==> config.mk <==
export PLATFORM = sky130hd
export DESIGN_NAME = qeciphy_clk_mmcm_ctrl
export DESIGN_NICKNAME = d
export VERILOG_FILES = /design/src/rtl/qeciphy_pkg.sv /design/src/rtl/qeciphy_bit_sync.sv /design/src/rtl/qeciphy_clk_mmcm_ctrl.sv
export SDC_FILE = /design/constraint.sdc
export NUM_CORES = 1
export LEC_CHECK = 0
export CORE_UTILIZATION = 45
export CTS_CLUSTER_SIZE = 24
export DETAILED_ROUTE_END_ITERATION = 6
export GPL_TIMING_DRIVEN = 0
export PLACE_DENSITY = 0.65
export SLEW_MARGIN = 10
export SYNTH_ARGS = -nofsm -noshare
export SYNTH_HDL_FRONTEND = slang
export SYNTH_SLANG_ARGS = --single-unit
==> constraint.sdc <==
create_clock -name clk -period 3.1 [get_ports clk]
set_clock_uncertainty 0.2 [all_clocks]
set_input_delay 0.62 -clock clk [delete_from_list [all_inputs] [get_ports clk]]
set_output_delay 0.62 -clock clk [all_outputs]
set_load 0.1 [all_outputs]
==> src/rtl/qeciphy_pkg.sv <==
// Shared types and constants for the qeciphy clocking and reset blocks.
package qeciphy_pkg;

  typedef enum logic [1:0] {
    S_RESET = 2'd0,
    S_WAIT  = 2'd1,
    S_READY = 2'd2
  } mmcm_ctrl_state_t;

  localparam int MMCM_RETRY_W = 8;

  function automatic int max3(input int a, input int b, input int c);
    int m;
    m = (a > b) ? a : b;
    return (m > c) ? m : c;
  endfunction

endpackage

==> src/rtl/qeciphy_bit_sync.sv <==
// Multi-flop synchroniser for a single asynchronous level into the clk domain.
module qeciphy_bit_sync #(
  parameter int STAGES = 2
) (
  input  logic clk,
  input  logic rst_n,
  input  logic d,
  output logic q
);

  logic [STAGES-1:0] sync_q, sync_d;

  always_comb begin
    sync_d = {sync_q[STAGES-2:0], d};
  end

  always_ff @(posedge clk) begin
    if (!rst_n) sync_q <= '0;
    else        sync_q <= sync_d;
  end

  assign q = sync_q[STAGES-1];

endmodule

==> src/rtl/qeciphy_clk_mmcm_ctrl.sv <==
// Reset/health sequencer for the MMCM: holds it in reset, waits for a live
// heartbeat from the generated clock, then watches for stops or heartbeat loss.
module qeciphy_clk_mmcm_ctrl
  import qeciphy_pkg::*;
#(
  parameter int RESET_CYCLES    = 64,
  parameter int LOCK_TIMEOUT    = 65536,
  parameter int HB_EDGES        = 16,
  parameter int WATCHDOG_CYCLES = 256,
  parameter int SYNC_STAGES     = 2
) (
  input  logic                    clk,
  input  logic                    rst_n,
  input  logic                    enable,
  input  logic                    clk_stopped,
  input  logic                    hb_toggle,
  output logic                    mmcm_reset,
  output logic                    clk_ready,
  output logic                    fault,
  output logic [MMCM_RETRY_W-1:0] retry_count,
  output logic [1:0]              state_dbg
);

  localparam int TMAX    = max3(LOCK_TIMEOUT, RESET_CYCLES, WATCHDOG_CYCLES);
  localparam int TIMER_W = ($clog2(TMAX) < 1) ? 1 : $clog2(TMAX);
  localparam int ECNT_W  = $clog2(HB_EDGES + 1);

  localparam logic [TIMER_W-1:0] RST_LAST  = TIMER_W'(RESET_CYCLES - 1);
  localparam logic [TIMER_W-1:0] LOCK_LAST = TIMER_W'(LOCK_TIMEOUT - 1);
  localparam logic [TIMER_W-1:0] WD_LAST   = TIMER_W'(WATCHDOG_CYCLES - 1);
  localparam logic [ECNT_W-1:0]  HB_MAX    = ECNT_W'(HB_EDGES);

  logic stopped_s, hb_s;
  logic hb_prev_q, hb_prev_d;
  logic hb_edge;

  qeciphy_bit_sync #(.STAGES(SYNC_STAGES)) u_sync_stopped (
    .clk   (clk),
    .rst_n (rst_n),
    .d     (clk_stopped),
    .q     (stopped_s)
  );

  qeciphy_bit_sync #(.STAGES(SYNC_STAGES)) u_sync_hb (
    .clk   (clk),
    .rst_n (rst_n),
    .d     (hb_toggle),
    .q     (hb_s)
  );

  assign hb_prev_d = hb_s;
  assign hb_edge   = hb_s ^ hb_prev_q;

  mmcm_ctrl_state_t          state_q, state_d;
  logic [TIMER_W-1:0]        timer_q, timer_d;
  logic [ECNT_W-1:0]         edge_cnt_q, edge_cnt_d;
  logic [MMCM_RETRY_W-1:0]   retry_q, retry_d;
  logic                      fault_q, fault_d;
  logic                      mmcm_reset_q, mmcm_reset_d;
  logic                      clk_ready_q, clk_ready_d;

  always_comb begin
    state_d    = state_q;
    timer_d    = timer_q;
    edge_cnt_d = edge_cnt_q;
    retry_d    = retry_q;
    fault_d    = fault_q;

    if (!enable) begin
      // Disable is an orderly shutdown: no fault, no retry accounting.
      state_d    = S_RESET;
      timer_d    = '0;
      edge_cnt_d = '0;
    end else begin
      case (state_q)
        S_RESET: begin
          if (timer_q == RST_LAST) begin
            state_d    = S_WAIT;
            timer_d    = '0;
            edge_cnt_d = '0;
          end else begin
            timer_d = timer_q + 1'b1;
          end
        end

        S_WAIT: begin
          timer_d = timer_q + 1'b1;
          if (stopped_s)
            edge_cnt_d = '0;
          else if (hb_edge && (edge_cnt_q != HB_MAX))
            edge_cnt_d = edge_cnt_q + 1'b1;

          // A lock proven on the last allowed cycle still counts.
          if (edge_cnt_d == HB_MAX) begin
            state_d = S_READY;
            timer_d = '0;
          end else if (timer_q == LOCK_LAST) begin
            state_d = S_RESET;
            timer_d = '0;
            if (retry_q != '1) retry_d = retry_q + 1'b1;
          end
        end

        S_READY: begin
          timer_d = hb_edge ? '0 : timer_q + 1'b1;
          if (stopped_s || ((timer_q == WD_LAST) && !hb_edge)) begin
            state_d    = S_RESET;
            timer_d    = '0;
            edge_cnt_d = '0;
            fault_d    = 1'b1;
          end
        end

        default: begin
          state_d    = S_RESET;
          timer_d    = '0;
          edge_cnt_d = '0;
        end
      endcase
    end

    // Outputs follow the next state so clk_ready and mmcm_reset swap on one edge.
    mmcm_reset_d = (state_d == S_RESET);
    clk_ready_d  = (state_d == S_READY);
  end

  always_ff @(posedge clk) begin
    if (!rst_n) begin
      state_q      <= S_RESET;
      timer_q      <= '0;
      edge_cnt_q   <= '0;
      retry_q      <= '0;
      fault_q      <= 1'b0;
      mmcm_reset_q <= 1'b1;
      clk_ready_q  <= 1'b0;
      hb_prev_q    <= 1'b0;
    end else begin
      state_q      <= state_d;
      timer_q      <= timer_d;
      edge_cnt_q   <= edge_cnt_d;
      retry_q      <= retry_d;
      fault_q      <= fault_d;
      mmcm_reset_q <= mmcm_reset_d;
      clk_ready_q  <= clk_ready_d;
      hb_prev_q    <= hb_prev_d;
    end
  end

  assign mmcm_reset  = mmcm_reset_q;
  assign clk_ready   = clk_ready_q;
  assign fault       = fault_q;
  assign retry_count = retry_q;
  assign state_dbg   = state_q;

endmodule

==> results of run 1 <==
## flip-flops by register name, summed over array words and instances (netlist names)
signal / cells
edge_cnt_q: 5
retry_count: 8
u_sync_hb.sync_q: 2
hb_prev_q: 1
fault: 1
state_dbg: 2
timer_q: 16
clk_ready: 1
u_sync_stopped.sync_q: 2
mmcm_reset: 1
## metrics by stage
stage / hold slack (ns) / power [mW]
floorplan: 0.2119 / 0.5393
global placement: 0.2195 / 0.5509
detailed placement: 0.2184 / 0.5509
CTS: 0.2343 / 0.8783
global route: 0.2504 / 0.9018
finish: 0.2343 / 0.8642
## kinds of logic after synthesis
logic type	Yosys count
AOI/OAI and AO/OA	33
xor gates and xnor gates	17
DFF	39
adders and majority gates	4
muxes	6
and+or+nand+nor	106
buffers and inverters	9
## how the worst min path moves through the flow
stage	cells past startpoint	slack (ns)	end
final	1	0.23	u_sync_hb.sync_q[1]
after global routing	1	0.25	u_sync_hb.sync_q[1]
after CTS	1	0.23	u_sync_hb.sync_q[1]
after detailed placement	1	0.22	u_sync_hb.sync_q[1]
after global placement	1	0.22	u_sync_hb.sync_q[1]
after floorplan	1	0.21	u_sync_hb.sync_q[1]
## cell usage after synthesis
master                      number  share of area, %
sky130_fd_sc_hd__o2111ai_1       1              0.47
sky130_fd_sc_hd__nand4_1         8               2.7
sky130_fd_sc_hd__xnor2_1         8               3.7
sky130_fd_sc_hd__buf_6           1              0.60
sky130_fd_sc_hd__o21a_1          1              0.40
sky130_fd_sc_hd__a31o_2          1              0.47
sky130_fd_sc_hd__inv_1           5               1.0
sky130_fd_sc_hd__o21ai_2         1              0.47
sky130_fd_sc_hd__a211oi_2        1              0.67
sky130_fd_sc_hd__a21boi_0        1              0.40
sky130_fd_sc_hd__nand4bb_1       1              0.60
sky130_fd_sc_hd__nand2_1        26               5.2
sky130_fd_sc_hd__nand3_1         9               2.4
sky130_fd_sc_hd__and4_1          2              0.94
sky130_fd_sc_hd__o31ai_2         1              0.67
sky130_fd_sc_hd__a22oi_4         1               1.1
sky130_fd_sc_hd__dfxtp_1        39                42
sky130_fd_sc_hd__a21o_1          2              0.80
sky130_fd_sc_hd__mux2i_1         6               3.2
sky130_fd_sc_hd__nor3b_1         2              0.80
sky130_fd_sc_hd__a21oi_1         9               2.4
sky130_fd_sc_hd__and3_1          4               1.3
sky130_fd_sc_hd__and2_1          6               2.0
sky130_fd_sc_hd__a211oi_1        4               1.6
sky130_fd_sc_hd__ha_1            4               2.7
sky130_fd_sc_hd__nand2b_1        7               2.3
sky130_fd_sc_hd__nor2b_1         3               1.0
sky130_fd_sc_hd__a211o_1         1              0.47
sky130_fd_sc_hd__clkbuf_1        3              0.60
sky130_fd_sc_hd__or4_4           1              0.60
sky130_fd_sc_hd__a31oi_1         2              0.67
sky130_fd_sc_hd__o311ai_4        1               1.4
sky130_fd_sc_hd__nor2_1         27               5.4
sky130_fd_sc_hd__nor3_1          6               1.6
sky130_fd_sc_hd__or4_1           3               1.2
sky130_fd_sc_hd__xor2_1          9               4.2
sky130_fd_sc_hd__or2_2           1              0.33
sky130_fd_sc_hd__o21ai_0         6               1.6
## layout by cell type, fill, tap and decap left out, types with 2 or more instances in the layout
master / netlist / routed
sky130_fd_sc_hd__nor2b_1: 3 / 3
sky130_fd_sc_hd__nand4_1: 8 / 8
sky130_fd_sc_hd__o21ai_0: 6 / 6
sky130_fd_sc_hd__clkbuf_1: 3 / 5
sky130_fd_sc_hd__nor3b_1: 2 / 2
sky130_fd_sc_hd__a21oi_1: 9 / 9
sky130_fd_sc_hd__nand2_1: 26 / 26
sky130_fd_sc_hd__inv_1: 5 / 5
sky130_fd_sc_hd__and4_1: 2 / 2
sky130_fd_sc_hd__nand2b_1: 7 / 7
sky130_fd_sc_hd__a31oi_1: 2 / 2
sky130_fd_sc_hd__ha_1: 4 / 4
sky130_fd_sc_hd__and3_1: 4 / 4
sky130_fd_sc_hd__nor2_1: 27 / 27
sky130_fd_sc_hd__xor2_1: 9 / 8
sky130_fd_sc_hd__a211oi_1: 4 / 4
sky130_fd_sc_hd__clkdlybuf4s50_1: 0 / 17
sky130_fd_sc_hd__or4_1: 3 / 3
sky130_fd_sc_hd__mux2i_1: 6 / 6
sky130_fd_sc_hd__a21o_1: 2 / 2
sky130_fd_sc_hd__nor3_1: 6 / 6
sky130_fd_sc_hd__xnor2_1: 8 / 8
sky130_fd_sc_hd__clkbuf_8: 0 / 5
sky130_fd_sc_hd__nand3_1: 9 / 9
sky130_fd_sc_hd__and2_1: 6 / 6
sky130_fd_sc_hd__dfxtp_1: 39 / 39
## report_power, final
part / leakage (nW) / internal, mW / switching, mW
sequential: 0.315 / 0.505 / 0.00263
combinational: 0.458 / 0.0133 / 0.0192
clock: 0.0422 / 0.158 / 0.167
## what timing repair did
item                                    CTS  global route
endpoints found under the hold margin     0             0
resized for setup                         0             2
endpoints found under the setup margin    0             2
setup buffers                             0             0
## layout make-up
type / count / area [um2]
clock buffer: 7 / 76.32
inverter: 5 / 18.77
fill: 382 / 1802
timing repair buffer: 17 / 170.2
multi-input combinational: 166 / 1062
sequential: 39 / 780.7
buffer: 4 / 22.52
clock inverter: 1 / 5.005
tap: 50 / 62.56
## layer usage
metal / vias to the layer above / routed length [um]
met2: 17 / 1543
met5: - / 0
met1: 684 / 1805
li1: 792 / -
met3: 9 / 84
met4: 0 / 82
==> impl_results.md, run 1 <==
* DIE AREA at 0.004416 mm2
* Root cell of the clock tree: sky130_fd_sc_hd__clkbuf_8
* Area after DPL at 0.002102 mm2
* Core region area at 0.004000 mm2
* Global routing usage on met2 at 27.17%
* Worst supply voltage drop on vdd at 0.2740 mV
* Post-synthesis share of cell area spent on and, or, nand and nor gates at 28.51%
* Vertical die dimension at 66.45 um
* Met3 Use GR at 3.596%
* Slowest cell on the critical path: sky130_fd_sc_hd__clkdlybuf4s50_1
* Data required, critical path at 2.28 ns
* Worst r2r src: timer_q[0]
* Routed Antenna Nets at 0
* Final Worst Setup Slack at 0.3019 ns
* Drt total wl at 3.515 mm
* Iteration-0 DRC count of the detailed router at 50
* Share of the synthesized netlist area taken by xor and xnor gates at 7.965%
* Met1 global-route usage at 23.17%
* Routability cong. at 0.7741
* Number of warning messages in the yosys log at 0
* Via count of the first global-routing pass at 1347
* Mean area per synthesized cell at 8.735 um2
* Seq cells post-synth at 39
* Setup TNS at 0 ns
* CTS Buf Count at 5
* Delay of the slowest cell on the worst path at 1.19 ns
* Share of the yosys chip area belonging to registers at 41.77%
* Endpoints failing hold at 0
* Synthesis-to-layout area growth at 17.60%
* Number of nets in the layout at 247
* Crit path buffers/inverters at 1
* Worst-path fanout max at 7
* Antenna fix cells at 0
* Gr ovfl total at 0
* Via-to-Cell Ratio at 5.197
* DIE WIDTH at 66.45 um
* Number of buffers inserted by port buffering at 17
* Total track usage at 17.84%
* Per-cell routed wire length at 12.16 um
* Most Used Layer, Global Route: met2
* Number of antenna violations at the first check in global routing at 0
* Count of maximum capacitance violations at 0
* WP data arrival at 1.98 ns
* Post-placement setup slack at 0.1926 ns
* Worst Setup SP: state_dbg[1]
* Share of the synthesized area in compound gates (AO/OA/AOI/OAI) at 13.65%
* Kind of end point of the critical path: output port
* Termination of the worst setup path: state_dbg[1]
* Initial DRT Pass Iterations at 4
* Share of the clock period used by the worst path at 90.26%
* Number of placed cells counting well taps at 281
* Initial standard-cell utilization of the core at 46.73%
* Adder-Cell Fraction of Synth Area at 2.677%
* Classification of the worst setup path: reg2out
* Hpwl dp at 2.568 mm
* Sinks on the clock net at 39
* Clock input transition at the sequential cells of the worst setup and hold paths at 0.07 ns
* Row count at 23
* Least-Margin Pin Slew at 0.9647 ns
* Number of standard cells after synthesis at 214
* Top-level I/O count at 18
* Unrepaired setup endpoints after global routing: no
* # DRC at 0
* Fraction of final layout cells sized beyond drive strength 1 at 6.695%
* Startpoint kind of the worst setup timing path: flip-flop
* Worst reg2reg setup slack at 0.35 ns
* # setup viols final at 0
* First-pass GRT wire length at 5.906 mm
* Number of buffers inserted by hold repair at cts at 0
* Insertion delay of the later-clocked pin in the worst-skew pair at 0.29 ns
* Post-synthesis instance area at 0.001869 mm2
* Final standard cell area without fillers at 0.002198 mm2
* Clock H-tree levels at 2
* Final period demand of the worst path at 2.798 ns
* Synth Net Count at 223
* Worst rel slew slack at 35.48%
* Final Non-Filler Cells at 289
* Hold Path Class: reg2reg
* Max clock buf depth at 2
* Crit Reg-Reg Endpoint: retry_count[5]
* Instance count on the critical path at 1
* Result of the run: finished, final reports clean
* Vias after detailed routing at 1502
* Max Freq at 357.4 MHz
* Cell breakdown of the critical path: clkdlybuf4s50_1
* Main combinational cell family by area after synthesis: simple AND/OR/NAND/NOR gates
* CTS tree: built
* Count of cells along the worst register-to-register path at 7
* Power density over the cells at 393.1 mW/mm2
* Hold Path Origin: u_sync_hb.sync_q[0]
* Max Transition Viols Final at 0
* Pin count of the biggest net entering global routing at 12
* Post-Route Utilization at 54.96%
* Gate family responsible for the most delay along the worst path: buffers and inverters
* Mux share of post-synthesis cell area at 3.213%
* Standby leakage power at 0.8159 nW
* Unique cell type count in the Yosys netlist at 38
No activity file was read; power rests on OpenSTA's default activity.
==> run 2, diff against run 1 <==
--- a/config.mk
+++ b/config.mk
@@ -9,8 +9,10 @@
 export CTS_CLUSTER_SIZE = 24
 export DETAILED_ROUTE_END_ITERATION = 6
 export GPL_TIMING_DRIVEN = 0
+export MAX_ROUTING_LAYER = met4
 export PLACE_DENSITY = 0.65
 export SLEW_MARGIN = 10
 export SYNTH_ARGS = -nofsm -noshare
 export SYNTH_HDL_FRONTEND = slang
 export SYNTH_SLANG_ARGS = --single-unit
+export TNS_END_PERCENT = 10
==> impl_results.md, run 2 (synthesized netlist as in run 1, its figures left out) <==
* Result of the run: finished, final reports clean
* WP data arrival at 1.98 ns (about the same)
* Worst rel slew slack at 35.48% (about the same)
* Post-Route Utilization at 54.96% (unchanged)
* Gate family responsible for the most delay along the worst path: buffers and inverters
* Max Transition Viols Final at 0 (unchanged)
* Top-level I/O count at 18 (unchanged)
* Clock share of power at 37.5% (about the same)
* Worst supply voltage drop on vdd at 0.2735 mV (-0.16%)
* Count of maximum capacitance violations at 0 (unchanged)
* Root cell of the clock tree: sky130_fd_sc_hd__clkbuf_8
* Sink of the worst hold path: u_sync_hb.sync_q[1]
* Classification of the worst setup path: reg2out
* Startpoint kind of the worst setup timing path: flip-flop
* Vertical die dimension at 66.45 um (unchanged)
* Endpoints failing hold at 0 (unchanged)
* Number of nets in the layout at 247 (unchanged)
* Via count of the first global-routing pass at 1339 (-0.59%)
* Register with the most flip-flops: timer_q
* Number of cells traversed by the worst hold path at 1 (unchanged)
* Power density over the cells at 393.0 mW/mm2 (about the same)
* Initial standard-cell utilization of the core at 46.73% (unchanged)
* Max clock buf depth at 2 (unchanged)
* Vias after detailed routing at 1502 (unchanged)
* Least-Margin Pin Slew at 0.9647 ns (+0.000003338 ns)
* # setup viols final at 0 (unchanged)
* Insertion delay of the later-clocked pin in the worst-skew pair at 0.29 ns (about the same)
* Gr ovfl total at 0 (unchanged)
* Switching part of the total power at 21.77% (-0.036 points)
* Slowest cell on the critical path: sky130_fd_sc_hd__clkdlybuf4s50_1
* Via-to-Cell Ratio at 5.197 (unchanged)
* Clock H-tree levels at 2 (unchanged)
* Worst reg2reg setup slack at 0.35 ns (about the same)
* CTS Buf Count at 5 (unchanged)
* Clock input transition at the sequential cells of the worst setup and hold paths at 0.07 ns (about the same)
* Total track usage at 18.32% (+0.48 points)
* Share of the clock period used by the worst path at 90.18% (about the same)
* Number of placed cells counting well taps at 281 (unchanged)
* Count of cells along the worst register-to-register path at 7 (unchanged)
* Hold Path Class: reg2reg
* Max Freq at 357.7 MHz (about the same)
* Sequential group share of total power at 58.7% (about the same)
* Most frequent cells in the layout: sky130_fd_sc_hd__dfxtp_1 (39), sky130_fd_sc_hd__nor2_1 (27), sky130_fd_sc_hd__nand2_1 (26), sky130_fd_sc_hd__clkdlybuf4s50_1 (17)
* Delay of the slowest cell on the worst path at 1.19 ns (about the same)
* Final Non-Filler Cells at 289 (unchanged)
* Standby leakage power at 0.8159 nW (unchanged)
* Cell breakdown of the critical path: clkdlybuf4s50_1
* Initial DRT Pass Iterations at 4 (unchanged)
* Final period demand of the worst path at 2.796 ns (-0.002527 ns)
* Sinks on the clock net at 39 (unchanged)
* Unrepaired setup endpoints after global routing: no
* Leading cell type in the layout, fill and taps excluded: sky130_fd_sc_hd__dfxtp_1
* Setup TNS at 0 ns (unchanged)
* Number of antenna violations at the first check in global routing at 0 (unchanged)
* DIE WIDTH at 66.45 um (unchanged)
* Number of flip-flops under the largest register name at 16 (unchanged)
* CTS tree: built
* Pin count of the biggest net entering global routing at 12 (unchanged)
* Relative contribution of combinational cells to total power at 3.8% (about the same)
* Kind of end point of the critical path: output port
* Fraction of final layout cells sized beyond drive strength 1 at 6.695% (unchanged)
* Switching power at 0.1880 mW (-0.21%)
* Synthesis-to-layout area growth at 17.60% (unchanged)
* Core region area at 0.004000 mm2 (unchanged)
* Hpwl dp at 2.568 mm (unchanged)
* Iteration-0 DRC count of the detailed router at 47 (-6.0%)
* Data required, critical path at 2.28 ns (about the same)
* Crit path buffers/inverters at 1 (unchanged)
* # DRC at 0 (unchanged)
* Worst-path fanout max at 7 (unchanged)
* Per-cell routed wire length at 12.15 um (-0.11%)
* Row count at 23 (unchanged)
* DIE AREA at 0.004416 mm2 (unchanged)
* Crit Reg-Reg Endpoint: retry_count[5]
* Number of buffers inserted by port buffering at 17 (unchanged)
* Routed Antenna Nets at 0 (unchanged)
* Hold Path Origin: u_sync_hb.sync_q[0]
* Antenna fix cells at 0 (unchanged)
* Int Pwr at 0.6758 mW (about the same)
* First-pass GRT wire length at 5.913 mm (+0.12%)
* Routability cong. at 0.7846 (+1.4%)
* Drt total wl at 3.511 mm (-0.11%)
* Worst r2r src: timer_q[0]
==> run 2: worst register-to-register path, delay by kind of cell (launching register included) <==
family,cells,cell delay [ns]
AND/OR/NAND/NOR,3,0.93
flip-flops,1,0.37
multiplexers,1,0.21
AO/OA/AOI/OAI,2,0.74
adder cells (fa/ha/maj),1,0.22
==> run 2: worst max path at each step <==
stage	startpoint	to	cells after the start	slack [ns]
finish	state_dbg[1]	state_dbg[1]	1	0.30
global route	timer_q[0]	retry_count[5]	7	0.05
CTS	u_sync_hb.sync_q[1]	retry_count[5]	6	0.17
detailed placement	u_sync_hb.sync_q[1]	retry_count[5]	6	0.19
global placement	u_sync_hb.sync_q[1]	retry_count[5]	6	0.17
floorplan	timer_q[12]	timer_q[2]	7	0.64
==> run 2: power by group through the flow <==
| stage | Combinational [mW] | Sequential, mW | Clock [mW] |
|---|---|---|---|
| 5_1_grt | 0.0367 | 0.508 | 0.358 |
| 3_5_place_dp | 0.0321 | 0.519 | 0 |
| 4_1_cts | 0.0323 | 0.507 | 0.339 |
| 2_1_floorplan | 0.0211 | 0.518 | 0 |
| 3_3_place_gp | 0.0323 | 0.519 | 0 |
| 6_report | 0.0325 | 0.507 | 0.324 |
==> run 2: repair_timing <==
| item | 4_1_cts | 5_1_grt |
|---|---|---|
| hold buffers | 0 | 0 |
| setup endpoints to repair | 0 | 2 |
| resized for setup | 0 | 2 |
| setup buffers | 0 | 0 |
==> run 2: layout make-up <==
cell class                 count  area [um2]
buffer                         4       22.52
fill                         382        1802
clock inverter                 1       5.005
sequential                    39       780.7
tap                           50       62.56
timing repair buffer          17       170.2
clock buffer                   7       76.32
inverter                       5       18.77
multi-input combinational    166        1062
==> run 2: metrics by stage <==
| stage | hold slack, ns | setup slack (ns) | cell area, um2 | total power, mW |
|---|---|---|---|---|
| after floorplan | 0.2119 | 0.6383 | 1869 | 0.5393 |
| after global placement | 0.2195 | 0.1729 | 2102 | 0.5509 |
| after detailed placement | 0.2184 | 0.1926 | 2102 | 0.5509 |
| after CTS | 0.2343 | 0.1737 | 2183 | 0.8783 |
| after global routing | 0.2504 | 0.04936 | 2198 | 0.9021 |
| final | 0.2343 | 0.3045 | 2198 | 0.8638 |
==> run 2: per-layer routing <==
layer	wire length (um)	GRT usage [%]	part of all wire, %	vias up
met4	82	10.37	2.3	0
met2	1538	27.04	44	17
met5	0	-	0	-
li1	-	-	-	793
met3	81	3.596	2.3	9
met1	1809	23.28	52	683
